**src/rtl/fifo_pkg.sv**
```systemverilog
// Shared definitions for the FIFO read-side logic: data width, FIFO depth
// and the reader FSM state encoding.
package fifo_pkg;

    localparam int DATA_W     = 8;
    localparam int FIFO_DEPTH = 16;

    typedef enum logic [1:0] {
        RD_IDLE = 2'd0,
        RD_RUN  = 2'd1,
        RD_STOP = 2'd2
    } rd_state_e;

    typedef logic [1:0] occ_t;

endpackage

```
**src/rtl/fifo_reader_if.sv**
```systemverilog
// Bundles the FIFO read port and the valid/ready output stream of the reader.
// master = the reader engine, slave = the FIFO/consumer side.
interface fifo_reader_if;
    import fifo_pkg::*;

    logic              ren;
    logic              empty;
    logic [DATA_W-1:0] rdata;
    logic              out_valid;
    logic              out_ready;
    logic [DATA_W-1:0] out_data;

    modport master (
        output ren, out_valid, out_data,
        input  empty, rdata, out_ready
    );

    modport slave (
        input  ren, out_valid, out_data,
        output empty, rdata, out_ready
    );

endinterface

```
**src/rtl/byte_buf2.sv**
```systemverilog
// Two-entry in-order byte queue; push and pop may coincide at any occupancy.
// The head entry is always presented on dout.
module byte_buf2 #(
    parameter int DATA_W = 8
) (
    input  logic              clk,
    input  logic              reset,
    input  logic              push,
    input  logic [DATA_W-1:0] din,
    input  logic              pop,
    output logic [DATA_W-1:0] dout,
    output logic [1:0]        occ
);
    import fifo_pkg::*;

    logic [DATA_W-1:0] head;
    logic [DATA_W-1:0] tail;

    // NOTE: the two storage entries are reset as well, so the head reads 0
    // after reset instead of whatever the flops powered up with.
    // NOTE: non-blocking assignments here so every entry update sees the
    // pre-edge values of head/tail/occ, whatever order the lines are in.
    always_ff @(posedge clk) begin
        if (reset) begin
            head <= '0;
            tail <= '0;
            occ  <= '0;
        end else begin
            case (occ)
                2'd0: begin
                    if (push) begin
                        head <= din;
                        occ  <= 2'd1;
                    end
                end
                2'd1: begin
                    case ({push, pop})
                        2'b11: head <= din;
                        2'b10: begin
                            tail <= din;
                            occ  <= 2'd2;
                        end
                        2'b01: occ <= 2'd0;
                        default: ;
                    endcase
                end
                2'd2: begin
                    // The upstream credit check never pushes into a full queue without a pop.
                    if (pop) begin
                        head <= tail;
                        if (push) tail <= din;
                        else      occ  <= 2'd1;
                    end
                end
                default: occ <= 2'd0;
            endcase
        end
    end

    assign dout = head;

endmodule

```
**src/rtl/fifo_reader.sv**
```systemverilog
// Read-side engine: pops the FIFO under a credit check, absorbs the FIFO's
// one-cycle read latency and streams the bytes out over valid/ready.
module fifo_reader #(
    parameter int DATA_W    = 8,
    parameter int BUF_DEPTH = 2
) (
    input  logic          clk,
    input  logic          reset,
    input  logic          enable,
    fifo_reader_if.master bus,
    output logic          busy,
    output logic [15:0]   byte_count
);
    import fifo_pkg::*;

    rd_state_e         state;
    rd_state_e         state_next;
    logic              inflight;
    logic              pop;
    logic              room;
    logic              ren_c;
    logic [1:0]        occ;
    logic [DATA_W-1:0] buf_dout;

    assign pop = bus.out_valid & bus.out_ready;

    // Bytes already owed to the buffer (held + in flight) minus the one
    // leaving this cycle must stay below the buffer depth before popping again.
    assign room = (({1'b0, occ} + {2'b00, inflight}) - {2'b00, pop}) < 3'(BUF_DEPTH);

    byte_buf2 #(.DATA_W(DATA_W)) u_buf (
        .clk   (clk),
        .reset (reset),
        .push  (inflight),
        .din   (bus.rdata),
        .pop   (pop),
        .dout  (buf_dout),
        .occ   (occ)
    );

    assign bus.out_valid = (occ != 2'd0);
    assign bus.out_data  = buf_dout;
    assign bus.ren       = ren_c;

    // NOTE: every signal written here gets a default first, so no path
    // through the case leaves one unassigned and infers a latch.
    always_comb begin
        state_next = state;
        ren_c      = 1'b0;
        case (state)
            RD_IDLE: begin
                if (enable) state_next = RD_RUN;
                ren_c = enable && !bus.empty && room;
            end
            RD_RUN: begin
                if (!enable) state_next = RD_STOP;
                ren_c = enable && !bus.empty && room;
            end
            RD_STOP: begin
                if (enable)                             state_next = RD_RUN;
                else if (occ == 2'd0 && !inflight)      state_next = RD_IDLE;
            end
            default: state_next = RD_IDLE;
        endcase
    end

    always_ff @(posedge clk) begin
        if (reset) begin
            state      <= RD_IDLE;
            inflight   <= 1'b0;
            busy       <= 1'b0;
            byte_count <= '0;
        end else begin
            state    <= state_next;
            inflight <= ren_c;
            busy     <= (state_next != RD_IDLE);
            if (pop) byte_count <= byte_count + 16'd1;
        end
    end

endmodule
```
**src/flat_wrapper.sv**
```systemverilog
// flat-port wrapper written by rule: the top's interface ports become plain ports
module fifo_reader_flat import fifo_pkg::*;
#(
    parameter int DATA_W    = 8,
    parameter int BUF_DEPTH = 2
)
  (clk, reset, enable, busy, byte_count, bus_ren, bus_out_valid, bus_out_data, bus_empty, bus_rdata, bus_out_ready);
  fifo_reader_if bus_i ();
  input  logic clk;
  input  logic reset;
  input  logic enable;
  output logic busy;
  output logic [15:0] byte_count;
  output wire logic [$bits(bus_i.ren)-1:0] bus_ren;
  output wire logic [$bits(bus_i.out_valid)-1:0] bus_out_valid;
  output wire logic [$bits(bus_i.out_data)-1:0] bus_out_data;
  input wire logic [$bits(bus_i.empty)-1:0] bus_empty;
  input wire logic [$bits(bus_i.rdata)-1:0] bus_rdata;
  input wire logic [$bits(bus_i.out_ready)-1:0] bus_out_ready;
  assign bus_ren = bus_i.ren;
  assign bus_out_valid = bus_i.out_valid;
  assign bus_out_data = bus_i.out_data;
  assign bus_i.empty = bus_empty;
  assign bus_i.rdata = bus_rdata;
  assign bus_i.out_ready = bus_out_ready;
  fifo_reader #(.DATA_W(DATA_W), .BUF_DEPTH(BUF_DEPTH)) u_core (.clk(clk), .reset(reset), .enable(enable), .bus(bus_i), .busy(busy), .byte_count(byte_count));
endmodule
```
**config.mk**
```make
export PLATFORM = sky130hd
export DESIGN_NAME = fifo_reader_flat
export DESIGN_NICKNAME = d
export VERILOG_FILES = /design/src/rtl/fifo_pkg.sv /design/src/rtl/fifo_reader_if.sv /design/src/rtl/byte_buf2.sv /design/src/rtl/fifo_reader.sv /design/src/flat_wrapper.sv
export SDC_FILE = /design/constraint.sdc
export NUM_CORES = 1
export LEC_CHECK = 0
export ABC_AREA = 0
export BUFFER_PORTS_ARGS = -buffer_cell sky130_fd_sc_hd__buf_2
export CAP_MARGIN = 40
export CELL_PAD_IN_SITES_DETAIL_PLACEMENT = 0
export CELL_PAD_IN_SITES_GLOBAL_PLACEMENT = 1
export CORE_ASPECT_RATIO = 1.2
export CORE_MARGIN = 2
export CORE_UTILIZATION = 39
export DETAILED_ROUTE_END_ITERATION = 7
export HOLD_SLACK_MARGIN = 0.08
export PLACE_DENSITY = 0.83
export SYNTH_ARGS = -nofsm -noshare
export SYNTH_HDL_FRONTEND = slang
export SYNTH_SLANG_ARGS = --single-unit
export TNS_END_PERCENT = 50
```
**constraint.sdc**
```tcl
create_clock -name clk -period 2.3 [get_ports clk]
set_input_delay 0 -clock clk [delete_from_list [all_inputs] [get_ports clk]]
set_output_delay 0 -clock clk [all_outputs]
set_load 0.02 [all_outputs]
```
# ---- After elaboration in Yosys (flattened, before gate mapping)
# Index checks and enable logic that the tools add are counted.
dict set report totals {
  out_inout_bits 27
  input_bits 13
  elab_cells 59
  ff_bits 38
}
dict set report classes {
  bitwise_logic 1
  n_lt_le_gt_ge 1
  addsub 3
  reduce_logical 15
  n_eq_ne 14
  mux 18
}
# cell count
set op_table {}
lappend op_table {{8-bit 2-to-1 mux} 5}
lappend op_table {{8-bit case mux with 3 select lines} 1}
lappend op_table {{16-bit by 1-bit adder with 16-bit output, second input constant} 1}
lappend op_table {{8-bit case mux with 2 select lines} 1}
lappend op_table {{2-bit 2-to-1 mux} 7}
lappend op_table {{2-bit case mux with 3 select lines} 2}
lappend op_table {{4-bit AND reduction} 3}
lappend op_table {{2-bit equality test, second input constant} 4}
lappend op_table {{2-bit by 1-bit != test with 1-bit output, second input constant} 4}
lappend op_table {{2-bit by 1-bit equality test with 1-bit output, second input constant} 3}
lappend op_table {{2-bit nonzero test} 3}
lappend op_table {{2-bit logical NOT} 2}
lappend op_table {{2-bit != test, second input constant} 2}
lappend op_table {{2-bit case mux with 2 select lines} 1}
lappend op_table {{2-bit by 1-bit adder with 3-bit output} 1}
lappend op_table {{1-bit logical AND} 3}
lappend op_table {{3-bit by 2-bit < comparator with 1-bit output, second input constant} 1}
lappend op_table {{3-bit by 2-bit != test with 1-bit output, second input constant} 1}
lappend op_table {{3-bit nonzero test} 1}
lappend op_table {{3-bit by 1-bit subtractor with 3-bit output} 1}
lappend op_table {{1-bit logical NOT} 2}
lappend op_table {{2-bit OR reduction} 1}
lappend op_table {{1-bit bitwise AND} 1}
lappend op_table {{1-bit 2-to-1 mux} 1}

# ---- Depth between registers and ports, before layout
# Gate-level depths: netlist (run 1).
dict set report logic_depth {
  ltp_word 6
  mapped_depth 9
  ltp_nobuf 8
}

# ---- Cells and area by module
# Synthesis (run 1) repeated with hierarchy kept, for this count alone.
dict set report hier_totals {
  hier_cells 195
  hier_area_um2 1881.8
}
# mod cells_per_inst n_inst area_each_um2
set by_module_without_submodules {}
lappend by_module_without_submodules {byte_buf2 96 1 943.4}
lappend by_module_without_submodules {fifo_reader 99 1 938.4}

# ---- Least setup slack after synthesis (run 1)
# Ideal clock, no wire load.
dict set report synth_timing {
  kind {flip-flop to flip-flop}
  startpoint {register u_core.u_buf.occ[1]}
  endpoint {register u_core.inflight}
  path_stages_with_launch 10
  setup_ns 0.067
  required_ns 2.233
  arrival_ns 2.699
  path_buffers 1
  setup_slack_ns -0.466
  synth_period_minus_slack_ns 2.766
  cell_sequence {dfxtp_1 -> buf_6 -> o21a_1 -> inv_1 -> ha_1 -> nand2b_1 -> fa_1 -> nand2_1 -> nor4_1 -> nor2b_1}
}
dict set report synth_between {
  elab_chain_len 6
}
# item line_no
set synth_lines {}
lappend synth_lines {{start: declaration} byte_buf2.sv:12} ;# output logic [1:0] occ
lappend synth_lines {{start signal: assignment} byte_buf2.sv:27} ;# occ <= '0;
lappend synth_lines {{start signal: assignment} byte_buf2.sv:33} ;# occ <= 2'd1;
lappend synth_lines {{start signal: assignment} byte_buf2.sv:41} ;# occ <= 2'd2;
lappend synth_lines {{branches (longest 2 deep; another with 2-bit by 1-bit adder with 3-bit output)} -}
lappend synth_lines {{3-bit by 1-bit subtractor with 3-bit output (*)} fifo_reader.sv:29} ;# assign room = (({1'b0, occ} + {2'b00, inflight}) - {2'b00, pop}) < 3'(BUF_DEPTH);
lappend synth_lines {{3-bit by 2-bit < comparator with 1-bit output (*)} fifo_reader.sv:29}
lappend synth_lines {{1-bit logical AND (*)} {fifo_reader.sv:53, fifo_reader.sv:57}}
lappend synth_lines {{1-bit 2-to-1 mux (*)} -}
lappend synth_lines {{net bus_ren} flat_wrapper.sv:14} ;# output wire logic [$bits(bus_i.ren)-1:0] bus_ren;
lappend synth_lines {{end signal: assignment} fifo_reader.sv:75} ;# inflight <= ren_c;
lappend synth_lines {{end: declaration} fifo_reader.sv:18} ;# logic inflight;
# Mark *: on every way through the listed nets, which the timed path passes.
# A chain may end at the register's enable or synchronous reset.

# ---- Worst setup path in the final report (run 1)
dict set report layout_timing {
  startpoint {register u_core.u_buf.occ[1]}
  endpoint {output port bus_ren}
}
dict set report layout_between {
  elab_chain_len 6
}
# item line_no
set layout_lines {}
lappend layout_lines {{branches (longest 2 deep; another with 2-bit by 1-bit adder with 3-bit output)} -}
lappend layout_lines {{3-bit by 1-bit subtractor with 3-bit output (*)} fifo_reader.sv:29}
lappend layout_lines {{3-bit by 2-bit < comparator with 1-bit output (*)} fifo_reader.sv:29}
lappend layout_lines {{1-bit logical AND (*)} {fifo_reader.sv:53, fifo_reader.sv:57}}
lappend layout_lines {{1-bit 2-to-1 mux (*)} -}
lappend layout_lines {{end: declaration} flat_wrapper.sv:14}
# Mark *: on every way between the ends.

==> flow_metrics.tcl, run 1 <==
set metrics [dict create \
    synth_largest_area_cell "dfxtp_1" \
    p_sw_frac 0.2312 \
    port-buffer-count 39 \
    cp-startpoint "u_core.u_buf.occ[1]" \
    final_max_slew_viol_count 0 \
    drtIter0Drc 59 \
    netlist_top_cells_area "dfxtp_1 (44%), mux2i_1 (9.8%), nor2_1 (6.7%), a211oi_1 (3.9%), xnor2_1 (3.5%)" \
    cts_sinks 38 \
    rows 26 \
    pwr-share-clk 0.396 \
    avgRoutedWirePerCell_um 11.60 \
    die_w_um 64.81 \
    slowest_stage "fa_1" \
    numCtsBuffers 5 \
    crit_path_max_incr_delay_ns 0.49 \
    diodes 0 \
    dp_hpwl_mm 2.487 \
    synth_fp_nets 203 \
    track_usage 0.1471 \
    leakage_nw 0.9782 \
    p_int_mw 1.060 \
    totalWireLength_mm 3.421 \
    crit_arrival_ns 2.20 \
    startpoint_type "flop" \
    area_delta_synth_final_pct 29.14 \
    drc 0 \
    die_y_um 76.97 \
    maxCapViolations 0 \
    clock_skew_ns 0.006765 \
    end_kind "output pin" \
    hold_slack_ns 0.1277 \
    synthCells 187 \
    p_per_area_mw_per_mm2 617.3 \
    hold_viol_final 0 \
    grt_pass1_vias 1349 \
    insertion_delay_ns 0.28 \
    cp_max_fo 4 \
    fin_util 0.5244 \
    fin_area_mm2 0.002235 \
    hold_path.class "in -> reg" \
    cts_tree "built" \
    h-tree-depth 2 \
    syn_avg_cell_area_um2 9.254 \
    fin_crit_sh 0.9568 \
    ys_seq_elements 38 \
    yosysTopAreaCellShare 0.4396 \
    antenna_found_initial 0 \
    p_comb_frac 0.105 \
    clk_pin_slew_ns 0.07 \
    critPathTopFamily "adder cells" \
    rr_startpoint "u_core.u_buf.occ[1]" \
    setup_viol 0 \
    dpl_cell_area_mm2 0.002008 \
    grt_max_degree 37 \
    status "finished clean" \
    worst_slew_pin_slew_ns 0.6531 \
    cts_root_buf "clkbuf_8" \
    crit_chain "o21a_4 -> inv_2 -> ha_4 -> nand2b_4 -> fa_1 -> nand2_2 -> nor4_4 -> buf_4" \
    drtAntennaViolNets 0 \
    first_pass_iters 4 \
    drive_above_1_share 0.2678 \
    seqPwrFrac 0.499 \
    ir_drop_mv 0.3388 \
    hp-start "bus_out_ready" \
    fin_tns_setup_ns 0 \
    grt_setup_unrepaired "false" \
    synth_area_mm2 0.001730 \
    core_area_mm2 0.004262 \
    place.gp.congestion 0.7408 \
    via_per_inst 4.925 \
    nNetsFinal 254 \
    fillCellCount 414 \
    clock_path_buffers 2 \
    ys_types 37 \
    io_pins 40 \
    grt_pass1_wl_mm 5.920 \
    p_sw_mw 0.3189 \
    yosys_warnings 0 \
    dieArea_mm2 0.004988 \
    grt_overflow_total 0 \
    yosysSeqAreaShare 0.4396 \
    worstPathRequired_ns 2.30 \
    routed-via-count 1453 \
    crit_buf_inv 2 \
    initial_core_util 0.4060 \
    period_needed_ns 2.201 \
    worstSetupPathType "reg -> out" \
    fmax_mhz 454.4 \
    relSlewSlack 0.5646 \
    finalPower_mw 1.379 \
]
[registers in the layout (all words and copies together), names as in the netlist]
name / flops
u_core.busy: 1
u_core.byte_count: 16
u_core.inflight: 1
u_core.state: 2
u_core.u_buf.dout: 8
u_core.u_buf.occ: 2
u_core.u_buf.tail: 8
[per-stage QoR]
stage	setup WS (ns)	instances
after floorplan	0.01189	187
after global placement	0.3234	276
after detailed placement	0.2802	276
after CTS	0.006771	295
after global routing	0.01539	295
final	0.09926	295
[synthesized netlist by cell type]
master     instances
dfxtp_1           38
nor2_1            31
mux2i_1           17
a211oi_1           9
nand2_1            9
a21oi_1            8
xnor2_1            7
inv_1              5
nand3_1            5
o21ai_0            5
clkbuf_1           4
o21a_1             4
xor2_1             4
and3_1             3
buf_2              3
nand2b_1           3
nand4_1            3
nor2b_1            3
nor4_1             3
or3_1              3
ha_1               2
nor3_1             2
o211a_1            2
and2_2             1
and4_4             1
buf_6              1
fa_1               1
nand3_4            1
nand3b_1           1
nor3b_1            1
o211ai_1           1
o22ai_2            1
o2bb2ai_2          1
o31a_2             1
o31ai_1            1
or2_2              1
or4_1              1
[layout make-up]
type,count,area (um^2),share of cell area
tap,56,70.07,0.03136
timing repair buffer,52,320.3,0.1433
clock inverter,3,40.04,0.01792
multi-input combinational,136,954.7,0.4272
sequential,38,762.0,0.3410
clock buffer,5,68.82,0.03080
inverter,5,18.77,0.008399
[metal layers]
metal | GRT usage | part of all wire | vias up
met3 | 0.04399 | 0.049 | 7
li1 | - | - | 755
met2 | 0.2433 | 0.46 | 31
met4 | 0.05106 | 0.020 | 0
met5 | 0 | 0 | -
met1 | 0.1792 | 0.47 | 660
[power groups by stage]
stage / logic, mW / clock network, mW / registers (mW)
final: 0.145 / 0.546 / 0.688
after global routing: 0.161 / 0.596 / 0.691
after CTS: 0.147 / 0.566 / 0.688
after detailed placement: 0.132 / 0 / 0.703
after global placement: 0.131 / 0 / 0.703
after floorplan: 0.0730 / 0 / 0.721
[path summary, 6_finish.rpt]
kind,endpoint,slack [ns],cells after the start
hold reg to reg,u_core.state[0],0.49,1
setup / recovery,bus_ren,0.1,8
setup reg to reg,u_core.inflight,0.35,8
hold / removal,u_core.u_buf.occ[1],0.13,3
[cells by family after synthesis]
logic type | Yosys count | synth area share
compound gates | 33 | 0.1359
xor+xnor | 11 | 0.05567
fa+ha+maj | 3 | 0.02603
buf+inv | 13 | 0.03470
flops | 38 | 0.4396
mux | 17 | 0.09834
simple gates | 72 | 0.2097
[cell usage in the layout, fill, tap and decap left out, types with 2 or more instances in the layout]
| cell type | n |
|---|---|
| nand2b_1 | 2 |
| nor3_1 | 2 |
| nor2_1 | 31 |
| mux2i_1 | 17 |
| nand3_1 | 5 |
| buf_4 | 4 |
| nor4_1 | 2 |
| a211oi_1 | 9 |
| xnor2_1 | 7 |
| xor2_1 | 4 |
| dlygate4sd3_1 | 10 |
| a21oi_1 | 8 |
| inv_1 | 4 |
| clkbuf_8 | 5 |
| buf_2 | 38 |
| o21ai_0 | 5 |
| and3_1 | 3 |
| dfxtp_1 | 37 |
| or3_1 | 3 |
| o21a_1 | 3 |
| clkinv_2 | 2 |
| nor2b_1 | 3 |
| nand4_1 | 3 |
| o211a_1 | 2 |
| nand2_1 | 8 |
[repair_timing]
item                                    4_1_cts  5_1_grt
setup buffers                                 1        0
hold endpoints to repair                     18        0
gates cloned                                  0        0
gates resized for setup                       1        1
pin swaps                                     0        1
hold buffers                                 10        0
endpoints found under the setup margin        1        1
[tightest hold or removal path, cell delays in order]
cell,delay [ns]
buf_2,0.14
inv_1,0.10
o211a_1,0.14
Note: power is estimated with default switching activity, not from simulation.
==> inputs of run 2 (changes only) <==
--- a/config.mk
+++ b/config.mk
@@ -5,17 +5,18 @@
 export SDC_FILE = /design/constraint.sdc
 export NUM_CORES = 1
 export LEC_CHECK = 0
-export ABC_AREA = 0
+export ABC_AREA = 1
 export BUFFER_PORTS_ARGS = -buffer_cell sky130_fd_sc_hd__buf_2
 export CAP_MARGIN = 40
 export CELL_PAD_IN_SITES_DETAIL_PLACEMENT = 0
 export CELL_PAD_IN_SITES_GLOBAL_PLACEMENT = 1
 export CORE_ASPECT_RATIO = 1.2
 export CORE_MARGIN = 2
-export CORE_UTILIZATION = 39
+export CORE_UTILIZATION = 37
 export DETAILED_ROUTE_END_ITERATION = 7
+export GPL_TIMING_DRIVEN = 0
 export HOLD_SLACK_MARGIN = 0.08
-export PLACE_DENSITY = 0.83
+export PLACE_DENSITY = 0.84
 export SYNTH_ARGS = -nofsm -noshare
 export SYNTH_HDL_FRONTEND = slang
 export SYNTH_SLANG_ARGS = --single-unit
==> run 2 against run 1 <==
Routed wire length grew 13%. Flip-flop and latch count stayed put. Core utilization down 2.4 points. Area after synthesis grew 0.14%. Clock-buffer cell count is 2 higher. Sequential share of layout area fell by 0.53 points. Clock power grew 0.7%. Register-to-register slack worse by 0.02 ns. Power up 57%. Largest power group unchanged. Non-clock buffer count increased by 6. Die area up 5.2%. Sequential power up 19%.
==> flow_metrics.tcl, run 2 <==
set metrics [dict create \
    dieArea_mm2 0.005250 \
    clock_skew_ns 0.009061 \
    hold_path.class "in -> reg" \
    drive_above_1_share 0.2132 \
    ir_drop_mv 0.3289 \
    area_delta_synth_final_pct 31.62 \
    leakage_nw 1.058 \
    multi_input_area_um2 887.1 \
    startpoint_type "flop" \
    mostFrequentLayoutCells "nor2_1 (62), nand2_1 (60), buf_2 (38)" \
    grt_overflow_total 0 \
    avgRoutedWirePerCell_um 10.22 \
    first_pass_iters 4 \
    slowest_stage "fa_1" \
    yosysMostFrequentCell "nor2_1" \
    cts_sinks 38 \
    seqCellArea_um2 765.7 \
    drtAntennaViolNets 0 \
    synth_largest_area_cell "dfxtp_1" \
    h-tree-depth 2 \
    port-buffer-count 39 \
    via_per_inst 4.520 \
    synth_area_mm2 0.001733 \
    p_comb_frac 0.367 \
    hold_viol_final 0 \
    antenna_found_initial 0 \
    rows 27 \
    fillCellCount 509 \
    track_usage 0.1599 \
    nNetsFinal 334 \
    clk_pin_slew_ns 0.08 \
    status "finished clean" \
    worst_slew_pin_slew_ns 0.4288 \
    cp_max_fo 4 \
    cts_tree "built" \
    drc 0 \
    fin_tns_setup_ns 0 \
    top_register "u_core.byte_count" \
    final_common_cell "nor2_1" \
    numCtsBuffers 5 \
    hp-start "bus_out_ready" \
    syn_avg_cell_area_um2 6.743 \
    crit_buf_inv 2 \
    cts_root_buf "clkbuf_8" \
    crit_path_max_incr_delay_ns 0.50 \
    grt_pass1_vias 1559 \
    synthArstFlopShare 0 \
    seqPwrFrac 0.378 \
    worstSetupPathType "reg -> out" \
    fin_area_mm2 0.002281 \
    routed-via-count 1704 \
    preCtsSetupSlack_ns 0.06367 \
    worst-r2r-cell-count 8 \
    yosysTopAreaCellShare 0.4390 \
    rr_startpoint "u_core.u_buf.occ[0]" \
    initial_core_util 0.3800 \
    p_int_mw 1.383 \
    dp_hpwl_mm 2.744 \
    r2r-end "u_core.inflight" \
    p_sw_mw 0.7781 \
    critPathTopFamily "adder cells" \
    io_pins 40 \
    ys_seq_elements 38 \
    maxCapViolations 0 \
    dpl_cell_area_mm2 0.002003 \
    clock_path_buffers 2 \
    hold_slack_ns 0.1736 \
    die_w_um 66.48 \
    worstPathRequired_ns 2.30 \
    synth_fp_nets 273 \
    pwr-share-clk 0.254 \
    drtIter0Drc 88 \
    period_needed_ns 2.224 \
    finalPower_mw 2.161 \
    relSlewSlack 0.7141 \
    die_y_um 78.97 \
    layout_setup_ws_ns 0.07612 \
    setup_viol 0 \
    crit_arrival_ns 2.22 \
    holdPathStages 5 \
    p_sw_frac 0.3601 \
    totalWireLength_mm 3.854 \
    insertion_delay_ns 0.28 \
    yosys_warnings 0 \
    synthCells 257 \
    synthFlopType "dfxtp_1" \
    crit_chain "inv_2 -> nand2_2 -> nand2_4 -> ha_4 -> or2_2 -> fa_1 -> nand3_1 -> nor2_2 -> buf_6" \
    largest_reg_flops 16 \
    ys_types 24 \
    grt_pass1_wl_mm 6.582 \
    final_max_slew_viol_count 0 \
    fin_crit_sh 0.9669 \
    min_to "u_core.byte_count[1]" \
    p_per_area_mw_per_mm2 947.5 \
    synth-edff-count 0 \
    diodes 0 \
    synth.cells.most_frequent "nor2_1 (63), nand2_1 (61), dfxtp_1 (38)" \
    reg2reg_slack_ns 0.33 \
    end_kind "output pin" \
    netlist_top_cells_area "dfxtp_1 (44%), nor2_1 (14%), nand2_1 (13%), o21ai_0 (6.9%), inv_1 (4.1%)" \
    grt_max_degree 12 \
    core_area_mm2 0.004561 \
    fmax_mhz 449.7 \
    place.gp.congestion 0.7303 \
    yosysSeqAreaShare 0.4390 \
]
-- run 2: cell count changes after synthesis, sizes merged, moves of 6 or more --
| cell | delta |
|---|---|
| a211oi | -8 |
| inv | +18 |
| mux2i | -17 |
| nand2 | +54 |
| nand3 | +6 |
| nor2 | +36 |
| o21ai | +21 |
| xnor2 | -7 |
-- run 2: worst max-delay path by stage --
| stage | startpoint | endpoint | slack, ns | cells past startpoint |
|---|---|---|---|---|
| 2_1_floorplan | u_core.u_buf.occ[1] | bus_ren | 0.04 | 8 |
| 5_1_grt | u_core.u_buf.occ[0] | bus_ren | -0.003 | 9 |
| 6_report | u_core.u_buf.occ[0] | bus_ren | 0.08 | 9 |
| 4_1_cts | u_core.u_buf.occ[0] | bus_ren | 0.007 | 9 |
| 3_3_place_gp | u_core.u_buf.occ[1] | u_core.inflight | 0.04 | 8 |
| 3_5_place_dp | u_core.u_buf.occ[1] | bus_ren | 0.06 | 9 |
-- run 2: power by group through the flow --
stage | Sequential [mW] | Clock [mW] | Combinational [mW]
3_5_place_dp | 0.833 | 0 | 0.690
5_1_grt | 0.831 | 0.597 | 0.912
2_1_floorplan | 0.907 | 0 | 0.429
3_3_place_gp | 0.830 | 0 | 0.682
4_1_cts | 0.817 | 0.571 | 0.770
6_report | 0.817 | 0.550 | 0.794
-- run 2: area by class of cell --
cell class,count,area share
plain buffers,4,0.008228
clock buffers,7,0.03346
clock inverters,1,0.01317
inverters,23,0.03895
multi-input cells,192,0.3889
flip-flops and latches,38,0.3357
well taps,58,0.03182
repair buffers,54,0.1498
-- run 2: routing by layer --
layer	up-vias	global-route usage	share of wire
met5	-	0	0
met4	0	0.04898	0.015
met3	5	0.03824	0.034
met2	32	0.2840	0.49
met1	738	0.1867	0.46
li1	929	-	-
-- run 2: stage by stage --
step           instances    util
6_report             377  0.5001
5_1_grt              377  0.5001
4_1_cts              375  0.4960
3_5_place_dp         354  0.4392
3_3_place_gp         354  0.4392
2_1_floorplan        257       -
-- run 2: worst reg2reg max path: cells and delay by family (launching register included) --
family                   cells  cell delay, ns
adder cells (fa/ha/maj)      2            0.73
AND/OR/NAND/NOR              5            0.74
buffers and inverters        1            0.06
flip-flops                   1            0.36
-- run 2: logic make-up (layout without fill, tap and decap cells) --
group,Yosys count,in the layout,synth area share
flops,38,38,0.4390
xor+xnor,2,2,0.01011
fa+ha+maj,3,3,0.02599
buf+inv,27,89,0.06210
compound gates,40,40,0.1199
simple gates,147,147,0.3430
-- run 2: timing repair --
action                                  in CTS  in global routing
hold endpoints to repair                    19                  0
pin swaps                                    1                  2
hold buffers                                11                  0
endpoints found under the setup margin       1                  1
setup buffers                                2                  2
gates resized for setup                      8                  1
